--- src/rtl/eth_rx_if.sv ---
// Byte-wide wire receive inputs plus CPU-side payload and end-of-frame status of eth_rx.
interface eth_rx_if;
    logic        in_rxen;
    logic [7:0]  in_rxd;
    logic        out_rx_valid;
    logic [7:0]  out_rx_data;
    logic        out_rx_sof;
    logic        out_rx_done;
    logic [10:0] out_rx_len;
    logic        out_rx_crc_ok;
    logic        out_rx_err;

    modport master (
        output in_rxen, in_rxd,
        input  out_rx_valid, out_rx_data, out_rx_sof, out_rx_done,
        input  out_rx_len, out_rx_crc_ok, out_rx_err
    );
    modport slave (
        input  in_rxen, in_rxd,
        output out_rx_valid, out_rx_data, out_rx_sof, out_rx_done,
        output out_rx_len, out_rx_crc_ok, out_rx_err
    );
endinterface

--- src/rtl/eth_rx.sv ---
// Ethernet receive controller: preamble/SFD lock, payload forwarding with the FCS
// withheld by a 4-byte delay line, CRC-32 residue check and end-of-frame status.
module eth_rx #(
    parameter int PREAMBLE_MIN = 7,
    parameter int MIN_FRAME    = 64,
    parameter int MAX_FRAME    = 1518
) (
    input logic     clock,
    input logic     reset_n,
    eth_rx_if.slave rx
);
    typedef enum logic [1:0] {IDLE, PREAMBLE, DATA, DROP} state_t;

    localparam logic [3:0]  PRE_MIN = 4'(PREAMBLE_MIN);
    localparam logic [10:0] MIN_B   = 11'(MIN_FRAME);
    localparam logic [10:0] MAX_B   = 11'(MAX_FRAME);
    localparam logic [31:0] RESIDUE = 32'hDEBB20E3;

    state_t          state, state_nxt;
    logic [3:0]      pre_cnt;
    logic [10:0]     byte_cnt;
    logic [31:0]     crc;
    logic [3:0][7:0] dly;
    logic            ovf;
    logic            emit, end_data, end_ovf, crc_ok_nxt;

    function automatic logic [31:0] crc_byte(input logic [31:0] c, input logic [7:0] d);
        logic [31:0] r;
        r = c;
        for (int i = 0; i < 8; i++)
            r = (r[0] ^ d[i]) ? ((r >> 1) ^ 32'hEDB88320) : (r >> 1);
        return r;
    endfunction

    always_ff @(posedge clock or negedge reset_n) begin
        if (!reset_n) state <= IDLE;
        else          state <= state_nxt;
    end

    always_comb begin
        state_nxt = state;
        case (state)
            IDLE:
                if (rx.in_rxen) state_nxt = (rx.in_rxd == 8'h55) ? PREAMBLE : DROP;
            PREAMBLE:
                if (!rx.in_rxen)                                 state_nxt = IDLE;
                else if (rx.in_rxd == 8'h55)                     state_nxt = PREAMBLE;
                else if (rx.in_rxd == 8'hD5 && pre_cnt >= PRE_MIN) state_nxt = DATA;
                else                                             state_nxt = DROP;
            DATA:
                if (!rx.in_rxen)            state_nxt = IDLE;
                else if (byte_cnt == MAX_B) state_nxt = DROP;
            DROP:
                if (!rx.in_rxen) state_nxt = IDLE;
            default: state_nxt = IDLE;
        endcase
    end

    // A beat leaves the delay line only once it holds 4 bytes; the byte that
    // would push the count past MAX_FRAME is never forwarded.
    always_comb begin
        emit       = (state == DATA) && rx.in_rxen && (byte_cnt >= 11'd4) && (byte_cnt < MAX_B);
        end_data   = (state == DATA) && !rx.in_rxen;
        end_ovf    = (state == DROP) && !rx.in_rxen && ovf;
        crc_ok_nxt = (crc == RESIDUE) && (byte_cnt >= 11'd4);
    end

    always_ff @(posedge clock or negedge reset_n) begin
        if (!reset_n) begin
            pre_cnt          <= '0;
            byte_cnt         <= '0;
            crc              <= 32'hFFFFFFFF;
            dly              <= '0;
            ovf              <= 1'b0;
            rx.out_rx_valid  <= 1'b0;
            rx.out_rx_data   <= '0;
            rx.out_rx_sof    <= 1'b0;
            rx.out_rx_done   <= 1'b0;
            rx.out_rx_len    <= '0;
            rx.out_rx_crc_ok <= 1'b0;
            rx.out_rx_err    <= 1'b0;
        end else begin
            if (state == IDLE && state_nxt == PREAMBLE)
                pre_cnt <= 4'd1;
            else if (state == PREAMBLE && state_nxt == PREAMBLE && pre_cnt != 4'hF)
                pre_cnt <= pre_cnt + 4'd1;

            if (state == PREAMBLE && state_nxt == DATA) begin
                crc      <= 32'hFFFFFFFF;
                byte_cnt <= '0;
            end else if (state == DATA && rx.in_rxen) begin
                crc      <= crc_byte(crc, rx.in_rxd);
                byte_cnt <= byte_cnt + 11'd1;
                dly      <= {dly[2:0], rx.in_rxd};
            end

            if (state == DATA && state_nxt == DROP) ovf <= 1'b1;
            else if (state_nxt == IDLE)             ovf <= 1'b0;

            rx.out_rx_valid <= emit;
            rx.out_rx_sof   <= emit && (byte_cnt == 11'd4);
            if (emit) rx.out_rx_data <= dly[3];

            rx.out_rx_done <= end_data || end_ovf;
            if (end_data) begin
                rx.out_rx_len    <= (byte_cnt < 11'd4) ? 11'd0 : byte_cnt - 11'd4;
                rx.out_rx_crc_ok <= crc_ok_nxt;
                rx.out_rx_err    <= !crc_ok_nxt || (byte_cnt < MIN_B);
            end else if (end_ovf) begin
                rx.out_rx_len    <= MAX_B - 11'd4;
                rx.out_rx_crc_ok <= 1'b0;
                rx.out_rx_err    <= 1'b1;
            end
        end
    end
endmodule

--- src/flat_wrapper.sv ---
// flat-port wrapper written by rule: the top's interface ports become plain ports
module eth_rx_flat 
#(
    parameter int PREAMBLE_MIN = 7,
    parameter int MIN_FRAME    = 64,
    parameter int MAX_FRAME    = 1518
)
  (clock, reset_n, rx_in_rxen, rx_in_rxd, rx_out_rx_valid, rx_out_rx_data, rx_out_rx_sof, rx_out_rx_done, rx_out_rx_len, rx_out_rx_crc_ok, rx_out_rx_err);
  eth_rx_if rx_i ();
  input logic clock;
  input logic reset_n;
  input wire logic [$bits(rx_i.in_rxen)-1:0] rx_in_rxen;
  input wire logic [$bits(rx_i.in_rxd)-1:0] rx_in_rxd;
  output wire logic [$bits(rx_i.out_rx_valid)-1:0] rx_out_rx_valid;
  output wire logic [$bits(rx_i.out_rx_data)-1:0] rx_out_rx_data;
  output wire logic [$bits(rx_i.out_rx_sof)-1:0] rx_out_rx_sof;
  output wire logic [$bits(rx_i.out_rx_done)-1:0] rx_out_rx_done;
  output wire logic [$bits(rx_i.out_rx_len)-1:0] rx_out_rx_len;
  output wire logic [$bits(rx_i.out_rx_crc_ok)-1:0] rx_out_rx_crc_ok;
  output wire logic [$bits(rx_i.out_rx_err)-1:0] rx_out_rx_err;
  assign rx_i.in_rxen = rx_in_rxen;
  assign rx_i.in_rxd = rx_in_rxd;
  assign rx_out_rx_valid = rx_i.out_rx_valid;
  assign rx_out_rx_data = rx_i.out_rx_data;
  assign rx_out_rx_sof = rx_i.out_rx_sof;
  assign rx_out_rx_done = rx_i.out_rx_done;
  assign rx_out_rx_len = rx_i.out_rx_len;
  assign rx_out_rx_crc_ok = rx_i.out_rx_crc_ok;
  assign rx_out_rx_err = rx_i.out_rx_err;
  eth_rx #(.PREAMBLE_MIN(PREAMBLE_MIN), .MIN_FRAME(MIN_FRAME), .MAX_FRAME(MAX_FRAME)) u_core (.clock(clock), .reset_n(reset_n), .rx(rx_i));
endmodule
--- config.mk ---
export PLATFORM = sky130hd
export DESIGN_NAME = eth_rx_flat
export DESIGN_NICKNAME = d
export VERILOG_FILES = /design/src/rtl/eth_rx_if.sv /design/src/rtl/eth_rx.sv /design/src/flat_wrapper.sv
export SDC_FILE = /design/constraint.sdc
export NUM_CORES = 1
export LEC_CHECK = 0
export BUFFER_PORTS_ARGS = -buffer_cell sky130_fd_sc_hd__buf_2
export CORE_UTILIZATION = 36
export CTS_CLUSTER_SIZE = 24
export DETAILED_ROUTE_END_ITERATION = 10
export PLACE_DENSITY = 0.55
export REMOVE_ABC_BUFFERS = 1
export SYNTH_ARGS = -nofsm -noshare
export SYNTH_HDL_FRONTEND = slang
export SYNTH_SLANG_ARGS = --single-unit
--- constraint.sdc ---
create_clock -name clock -period 6.1 [get_ports clock]
set_input_delay 0.305 -clock clock [delete_from_list [all_inputs] [get_ports clock]]
set_output_delay 0.305 -clock clock [all_outputs]
set_load 0.005 [all_outputs]
==> results of run 1 <==
cell type report:
| class | instances | area share, % |
|---|---|---|
| Clock buffer | 9 | 3.80 |
| Clock inverter | 7 | 1.41 |
| Inverter | 7 | 0.443 |
| Multi-Input combinational cell | 397 | 41.7 |
| Sequential cell | 106 | 45.4 |
| Tap cell | 180 | 3.80 |
| Timing Repair Buffer | 38 | 3.42 |
power breakdown:
group / internal (mW) / switching (mW) / leakage [nW] / total, mW
registers: 1.00 / 0.203 / 1.28 / 1.21
logic: 0.770 / 0.755 / 1.22 / 1.52
clock network: 0.327 / 0.283 / 0.154 / 0.610
metal layers:
layer | track usage, % | routed length [microns]
met1 | 22.7 | 5470
met2 | 24.0 | 4980
met3 | 3.00 | 376
met4 | 7.08 | 275
met5 | 0 | 0
worst max path at each step:
| stage | startpoint | endpoint | slack (ns) |
|---|---|---|---|
| after floorplan | u_core.state[0] | u_core.rx.out_rx_data[0] | 2.19 |
| after global placement | rx_in_rxd[5] | u_core.byte_cnt[0] | 3.34 |
| after detailed placement | rx_in_rxd[5] | u_core.byte_cnt[0] | 3.30 |
| after CTS | u_core.state[1] | u_core.byte_cnt[0] | 3.54 |
| after global routing | u_core.state[1] | u_core.byte_cnt[0] | 3.29 |
| final | u_core.state[1] | u_core.byte_cnt[0] | 3.55 |
layout by cell type (no fill, tap or decap), drive strengths merged, types with 8 or more instances in the layout:
cell / n
nand2: 148
dfrtp: 74
xnor2: 62
buf: 38
dfstp: 32
o211ai: 29
nor2: 28
xor2: 20
a21oi: 15
nand3: 13
inv: 10
mux2: 9
clkbuf: 9
o21ai: 9
nor3: 8
worst max-delay path, delay by kind of cell, from the launching register on:
family,cells,cell delay (ns)
flops,1,0.44
compound gates,1,0.11
simple gates,3,1.84
stage by stage:
step / setup WS, ns / util (%) / power (mW) / cell area (sq um)
6_report: 3.55 / 42.1 / 3.34 / 5930
3_3_place_gp: 3.34 / 39.9 / 2.73 / 5620
5_1_grt: 3.29 / 42.1 / 3.61 / 5930
3_5_place_dp: 3.30 / 39.9 / 2.75 / 5620
4_1_cts: 3.54 / 42.1 / 3.38 / 5930
2_1_floorplan: 2.19 / - / 2.40 / 5190
sequential cells by signal, summed over array words and instances (netlist names), 2 cells and up:
register and flops:
u_core.byte_cnt 11, u_core.crc 32, u_core.dly 32, u_core.pre_cnt 4
u_core.rx.out_rx_data 8, u_core.rx.out_rx_len 11, u_core.state 2
kinds of logic (layout without fill, tap and decap cells):
kind of cell | count (synthesis) | in the layout | share of synthesized area [%]
compound gates | 60 | 60 | 7.42
flops | 106 | 106 | 50.9
xor+xnor | 85 | 85 | 16.1
simple gates | 236 | 236 | 19.6
mux | 10 | 10 | 2.10
buf+inv | 34 | 61 | 2.41
fa+ha+maj | 6 | 6 | 1.42
==> results.toml, run 1 <==
[status]
outcome = "complete, but fails checks"
failed_checks = "negative hold slack"

[routing]
wire_per_inst_microns = 14.9
postRouteWirelength_microns = 11100
detailroute.via_count = 3664
detail_route.iter0.violations = 275
route.antenna.remaining_nets = 0
viasPerCell = 4.92
detail_route.first_pass.iterations = 4
residual_drc = 0

[logic_synthesis]
number_of_synthesized_flops_with_an_enable_pin = 0
postSynthRegisterBits = 106
netlist.area_leader.share_pct = 35.0
synth.avg_cell_area_sq_um = 9.86
postSynth.topFlopCell = "dfrtp_1"
async_reset_ff_share_pct = 100
synth.largest_area_cell = "dfrtp_1"
syn-instance-count = 537
synth_seq_area_share_pct = 50.9
synth.cell_area_sq_um = 5290
synth_most_common_cell = "nand2_1"
synthDistinctLibCells = 40
synth.top_cells.by_count = "nand2_1 (148), dfrtp_1 (74), xnor2_1 (58), dfstp_2 (32), o211ai_1 (29)"
yosysWarnings = 0
cell_types_occupying_the_most_area_after_synthesis = "dfrtp_1 (35%), dfstp_2 (16%), nand2_1 (10%), xnor2_1 (9.6%), o211ai_1 (4.1%)"

[place]
finalWeightedCongestion = 0.801
post-dp-hpwl_microns = 7420
placed_cells = 728
io_buffers = 34

[clocking]
cts_hold_buffers = 0
cts-htree-levels = 3
clk_pin_slew_worst_paths_ns = 0.08
cts.sink_count = 106
ctsResizeCount = 0
clockBufferDepth = 2
cts_root_buffer = "clkbuf_16"
clkLatencyLatePin_ns = 0.35
tritoncts.num_buffers = 9
cts_setup_buffers = 0
tritoncts = "done"

[sta]
timing.hold.ws_ns = -0.0167
finalWorstPathRequiredPeriod_ns = 2.55
unrepaired_setup_endpoints_after_global_routing = "false"
max_freq_mhz = 392
post-route-period-util_pct = 41.8
setup_viol = 0
max_slew_margin_pct = 18.9
totalNegativeSetupSlack_ns = 0
finalHoldViolations = 13
maxSlewViolCount = 0
clock-skew-final_ns = 0.00991
worst_pin_slew_ns = 1.21

[setup_path]
crit_path_frequent_cell = "nand3_1"
worstPathMaxFanout = 30
setup.reg_to_reg.worst_slack_ns = 3.55
depth_of_the_worst_register_to_register_path = 4
cpPeakStageDelay_ns = 0.97
timing.critical_path.cells = "nor4_1, nand3_1, nand3_1, o21ai_0"
end_of_the_worst_register_to_register_path = "u_core.byte_cnt[0]"
worst-setup-path-type = "reg2reg"
crit_path_start_kind = "flip-flop"
critPathCaptureType = "flip-flop"
crit_arrival_ns = 2.75
critical_path.slowest_cell = "nand3_1"
cp.required_ns = 6.30
r2r-start = "u_core.state[1]"

[die]
die_width_microns = 123
fp.dieArea_sq_um = 15200
pin_count = 35
die_h_microns = 123
standard_cell_core_area_sq_um = 14100
row_count = 43
initial_standard_cell_utilization_of_the_core_pct = 37.5

[final_layout]
layout.filler_cells = 1396
flow.area_growth_from_synthesis_pct = 12.0
multi_input_comb_area_sq_um = 2470
antenna-diode-count = 0
finish.cell_count_without_fillers = 744
register_area_sq_um = 2690
fraction_of_final_layout_cells_with_drive_strength_greater_than_1_pct = 18.1
finalNetCount = 576

[min_path]
holdCritPathClass = "in2async"

[grt]
first_global_vias = 3525
grt_util_all_layers_pct = 16.1
grt_max_degree = 104
grt_first_pass_wirelength_microns = 18600
globalRoute.totalOverflow = 0
number_of_antenna_violations_at_the_first_check_in_global_routing = 0

[power_and_ir_drop]
power_density_nw_per_um2 = 564
power.ir.vdd_worst_mv = 0.265
leakagePower_nw = 2.66

[run]
cap_viol_max_count = 0
Note: power is estimated with default switching activity, not from simulation.
==> run 2: changes to the inputs <==
ABC_AREA = 1   (was unset)
PLACE_DENSITY = 0.57   (was 0.55)
clock period = 2.1 ns   (was 6.1 ns; I/O delays follow)
==> results.toml, run 2 <==
[routing]
wire_per_inst_microns = 14.1
detailroute.via_count = 4986
detail_route.iter0.violations = 373
route.antenna.remaining_nets = 0
postRouteWirelength_microns = 14600
viasPerCell = 4.83
residual_drc = 0
detail_route.first_pass.iterations = 5

[clocking]
ctsResizeCount = 0
cts.sink_count = 106
tritoncts = "done"
clk_pin_slew_worst_paths_ns = 0.08
cts_hold_buffers = 1
clkLatencyLatePin_ns = 0.36
clockBufferDepth = 2
tritoncts.num_buffers = 9
cts_setup_buffers = 0
cts_root_buffer = "clkbuf_16"
cts-htree-levels = 3

[logic_synthesis]
number_of_synthesized_flops_with_an_enable_pin = 0
cell_types_occupying_the_most_area_after_synthesis = "dfrtp_1 (31%), nand2_1 (17%), dfstp_2 (14%), nand3_1 (4.9%), xor2_1 (4.1%)"
synthDistinctLibCells = 44
netlist.area_leader.share_pct = 31.3
synth.largest_area_cell = "dfrtp_1"
synth.top_cells.by_count = "nand2_1 (273), dfrtp_1 (74), inv_1 (62), nand3_1 (58), nor2_1 (50)"
yosysWarnings = 0
postSynthRegisterBits = 106
syn-instance-count = 769
async_reset_ff_share_pct = 100
synth.cell_area_sq_um = 5910
synth.avg_cell_area_sq_um = 7.68
synth_most_common_cell = "nand2_1"
postSynth.topFlopCell = "dfrtp_1"
synth_seq_area_share_pct = 45.6

[setup_path]
worst-setup-path-type = "reg2reg"
crit_path_start_kind = "flip-flop"
critPathCaptureType = "flip-flop"
setup.reg_to_reg.worst_slack_ns = 0.19
crit_arrival_ns = 2.19
worstPathMaxFanout = 6
cp.required_ns = 2.38
end_of_the_worst_register_to_register_path = "u_core.crc[16]"
r2r-start = "u_core.crc[2]"
depth_of_the_worst_register_to_register_path = 10

[final_layout]
fraction_of_final_layout_cells_with_drive_strength_greater_than_1_pct = 17.3
antenna-diode-count = 0
flow.area_growth_from_synthesis_pct = 13.3
largestRegisters = "u_core.crc (32), u_core.dly (32)"
final_common_cell = "nand2_1"
final_core_utilization_pct = 42.0
final_cell_mix = "nand2_1 (273), dfrtp_1 (74), inv_1 (62), nand3_1 (58), nor2_1 (49)"
finalNetCount = 829
layout.filler_cells = 1657
area_of_all_placed_cells_without_fillers_sq_um = 6690

[die]
standard_cell_core_area_sq_um = 15900
fp.dieArea_sq_um = 16900
pin_count = 35
die_width_microns = 130
row_count = 46
initial_standard_cell_utilization_of_the_core_pct = 37.1
die_h_microns = 130

[grt]
globalRoute.totalOverflow = 0
grt_max_degree = 51
grt_first_pass_wirelength_microns = 24400
number_of_antenna_violations_at_the_first_check_in_global_routing = 0
first_global_vias = 4723
grt_util_all_layers_pct = 18.7

[sta]
finalHoldViolations = 0
worst_pin_slew_ns = 0.551
finalWorstPathRequiredPeriod_ns = 1.91
post-route-period-util_pct = 90.8
setup_viol = 0
max_slew_margin_pct = 62.9
totalNegativeSetupSlack_ns = 0
maxSlewViolCount = 0
clock-skew-final_ns = 0.00993
unrepaired_setup_endpoints_after_global_routing = "false"
max_freq_mhz = 524

[power_and_ir_drop]
leakagePower_nw = 3.34
power.ir.vdd_worst_mv = 0.640
power_density_nw_per_um2 = 1300

[status]
outcome = "completed"

[min_path]
hold_path.startpoint = "rx_in_rxd[5]"
destination_of_the_worst_hold_path = "u_core.dly[5]"
holdCritPathClass = "in2reg"
min_delay_path_depth = 3

[run]
cap_viol_max_count = 0

[place]
detailed_place.area_sq_um = 6390
post-dp-hpwl_microns = 10700
finalWeightedCongestion = 0.912
io_buffers = 34
## run 2: kinds of logic after synthesis
kind of cell | count (synthesis) | synth area share [%]
buffers and inverters | 97 | 7.01
adder cells (fa/ha/maj) | 6 | 1.27
XOR/XNOR | 40 | 6.44
flip-flops | 106 | 45.6
AND/OR/NAND/NOR | 427 | 31.1
AO/OA/AOI/OAI | 93 | 8.60
## run 2: worst max-delay path, cell delays in order, from the launching register on
cell and delay [ns]:
dfstp_2 0.55, inv_1 0.08, nand2_1 0.08, nand2_1 0.17, nand2_1 0.15, nand2_2 0.12, xor2_1 0.29, inv_1 0.13
nand2_1 0.08, nand2_1 0.04, o21ai_1 0.14
## run 2: worst max-delay path by stage
stage,start,endpoint,slack [ns],cells after the start
4_1_cts,u_core.crc[1],u_core.crc[31],0.20,8
2_1_floorplan,u_core.state[0],u_core.byte_cnt[6],-1.22,8
3_3_place_gp,u_core.crc[1],u_core.crc[31],0.22,8
5_1_grt,u_core.byte_cnt[0],u_core.pre_cnt[0],0.07,11
6_report,u_core.crc[2],u_core.crc[16],0.19,10
3_5_place_dp,u_core.crc[1],u_core.crc[31],0.21,8
## run 2: stage by stage
step                cells  power, mW  hold WS [ns]  setup WS [ns]
detailed placement   1016       7.03        0.0793          0.214
global placement     1016       7.00        0.0844          0.216
floorplan             749       5.99        -0.191          -1.22
CTS                  1033       8.74        0.0386          0.201
finish               1033       8.68        0.0503          0.193
global route         1033       9.43        0.0375         0.0683
## run 2: area by class of cell
| class | instances | area [sq um] | area share, % |
|---|---|---|---|
| Timing Repair Buffer | 52 | 335 | 5.01 |
| Clock inverter | 5 | 45.0 | 0.673 |
| Tap cell | 216 | 270 | 4.04 |
| Sequential cell | 106 | 2690 | 40.2 |
| Clock buffer | 11 | 243 | 3.63 |
| Multi-Input combinational cell | 566 | 2810 | 42.0 |
| Inverter | 77 | 297 | 4.43 |
## run 2: metal layers
layer  share of wire (%)  track usage (%)  vias to the layer above
li1                    -                -                     2543
met1                  49             25.4                     2333
met2                  46             30.1                       96
met3                 3.5             4.10                       14
met4                 1.6             5.13                        0
met5                   0                0                        -
## run 2: report_power, final
group	leakage [nW]	switching (mW)	total [mW]	internal [mW]
sequential	1.26	0.534	3.41	2.87
clock	0.144	0.802	1.66	0.860
combinational	1.94	2.26	3.61	1.34
==> run 3: changes to the inputs <==
CORE_UTILIZATION = 50   (was 36)
PLACE_DENSITY = 0.73   (was 0.57)
==> results.toml, run 3 (synthesis gave the netlist of run 2 again) <==
[status]
outcome = "completed"

[setup_path]
r2r-start = "u_core.state[0]"
cp.required_ns = 2.34
depth_of_the_worst_register_to_register_path = 8
worstPathMaxFanout = 7
crit_path_start_kind = "flip-flop"
critPathCaptureType = "flip-flop"
worst-setup-path-type = "reg2reg"
crit_arrival_ns = 2.12
end_of_the_worst_register_to_register_path = "u_core.byte_cnt[6]"
setup.reg_to_reg.worst_slack_ns = 0.22

[power_and_ir_drop]
pwr-share-clk_pct = 19.9
p_switching_mw = 3.66
power_frac_comb_pct = 40.9
netSwitchingFraction_pct = 41.7
power.share.sequential_pct = 39.1
leakagePower_nw = 3.30
power.internal_mw = 5.12
power_density_nw_per_um2 = 1340
power.ir.vdd_worst_mv = 0.722

[place]
post-dp-hpwl_microns = 10500
finalWeightedCongestion = 0.980
detailed_place.area_sq_um = 6250
io_buffers = 34
placed_cells = 937

[run]
cap_viol_max_count = 0

[routing]
detail_route.iter0.violations = 380
viasPerCell = 5.35
residual_drc = 0
wire_per_inst_microns = 15.1
route.antenna.remaining_nets = 0
detail_route.first_pass.iterations = 5
detailroute.via_count = 5100
postRouteWirelength_microns = 14400

[final_layout]
finish.cell_count_without_fillers = 954
finalNetCount = 823
flow.area_growth_from_synthesis_pct = 11.0
area_of_all_placed_cells_without_fillers_sq_um = 6560
layout.filler_cells = 1061
register_area_sq_um = 2690
antenna-diode-count = 0
multi_input_comb_area_sq_um = 2810
fraction_of_final_layout_cells_with_drive_strength_greater_than_1_pct = 16.6
final_common_cell = "nand2_1"
final_cell_mix = "nand2_1 (273), dfrtp_1 (74), inv_1 (62), nand3_1 (58), nor2_1 (49)"
largestRegisters = "u_core.crc (32), u_core.dly (32)"

[sta]
maxSlewViolCount = 0
setup_viol = 0
max_slew_margin_pct = 56.9
post-route-period-util_pct = 89.3
finalWorstPathRequiredPeriod_ns = 1.88
unrepaired_setup_endpoints_after_global_routing = "false"
worst_pin_slew_ns = 0.646
timing.hold.ws_ns = 0.0578
clock-skew-final_ns = 0.0116
finalHoldViolations = 0
max_freq_mhz = 533

[clocking]
cts.sink_count = 106
clkLatencyLatePin_ns = 0.36
clk_pin_slew_worst_paths_ns = 0.07
cts_setup_buffers = 0
cts-htree-levels = 3
tritoncts = "done"
cts_root_buffer = "clkbuf_16"
tritoncts.num_buffers = 9
clockBufferDepth = 2

[min_path]
min_delay_path_depth = 3
hold_path.startpoint = "rx_in_rxd[5]"
destination_of_the_worst_hold_path = "u_core.dly[5]"
holdCritPathClass = "in2reg"

[die]
initial_standard_cell_utilization_of_the_core_pct = 51.5
fp.dieArea_sq_um = 12300
standard_cell_core_area_sq_um = 11500
pin_count = 35
die_width_microns = 111
die_h_microns = 111
row_count = 39

[grt]
number_of_antenna_violations_at_the_first_check_in_global_routing = 0
globalRoute.totalOverflow = 0
grt_max_degree = 46
first_global_vias = 5005
grt_first_pass_wirelength_microns = 24600
grt_util_all_layers_pct = 25.0
## run 3: cell count changes in the layout (fill, tap and decap cells not counted), sizes merged
| cell | previous run | this run |
|---|---|---|
| clkinvlp | 0 | 2 |
| buf | 51 | 45 |
| bufinv | 0 | 1 |
| inv | 78 | 77 |
| clkbuf | 11 | 10 |
| clkinv | 4 | 3 |
## run 3: worst max path at each step
stage	slack, ns	endpoint	start
3_5_place_dp	0.23	u_core.pre_cnt[1]	u_core.byte_cnt[0]
4_1_cts	0.23	u_core.pre_cnt[1]	u_core.byte_cnt[0]
6_report	0.22	u_core.byte_cnt[6]	u_core.state[0]
3_3_place_gp	0.25	u_core.crc[18]	u_core.crc[5]
5_1_grt	0.03	u_core.byte_cnt[6]	u_core.state[0]
2_1_floorplan	-1.22	u_core.byte_cnt[6]	u_core.state[0]
## run 3: through the flow
step	setup WS, ns	power [mW]	utilization (%)	TNS [ns]
after CTS	0.228	8.78	57.2	0
after floorplan	-1.22	5.99	-	-41.68
final	0.224	8.78	57.2	0
after detailed placement	0.233	7.00	54.5	0
after global routing	0.0308	9.45	57.2	0
after global placement	0.255	6.92	54.5	0
## run 3: repair_timing
action | 4_1_cts | 5_1_grt
hold buffers | 1 | 0
endpoints found under the hold margin | 22 | 0
resized for setup | 0 | 0
## run 3: layout make-up
cell class                 instances  share of cell area [%]
clock buffer                      10                    3.49
timing repair buffer              46                    4.24
tap                              143                    2.73
sequential                       106                    41.1
multi-input combinational        566                    42.8
clock inverter                     6                    1.13
inverter                          77                    4.52
## run 3: critical path: stages (launching register included)
cell     delay, ns
dfrtp_1       0.46
inv_1         0.14
nand2_1       0.14
nor2_4        0.24
nand2_1       0.14
nor3_2        0.24
nand2_1       0.14
o21ai_0       0.19
a21oi_1       0.06
## run 3: layer usage
metal,wire length [microns],global-route usage (%),up-vias
met5,0,0,-
met4,401,11.0,0
met3,742,3.34,33
met2,6860,41.2,155
met1,6440,33.0,2385
li1,-,-,2527
## run 3: power groups by stage
stage | clock network [mW] | registers, mW | logic (mW)
after floorplan | 0 | 3.30 | 2.69
after global placement | 0 | 3.42 | 3.50
after detailed placement | 0 | 3.45 | 3.55
after CTS | 1.79 | 3.42 | 3.57
after global routing | 1.87 | 3.51 | 4.06
final | 1.75 | 3.44 | 3.59
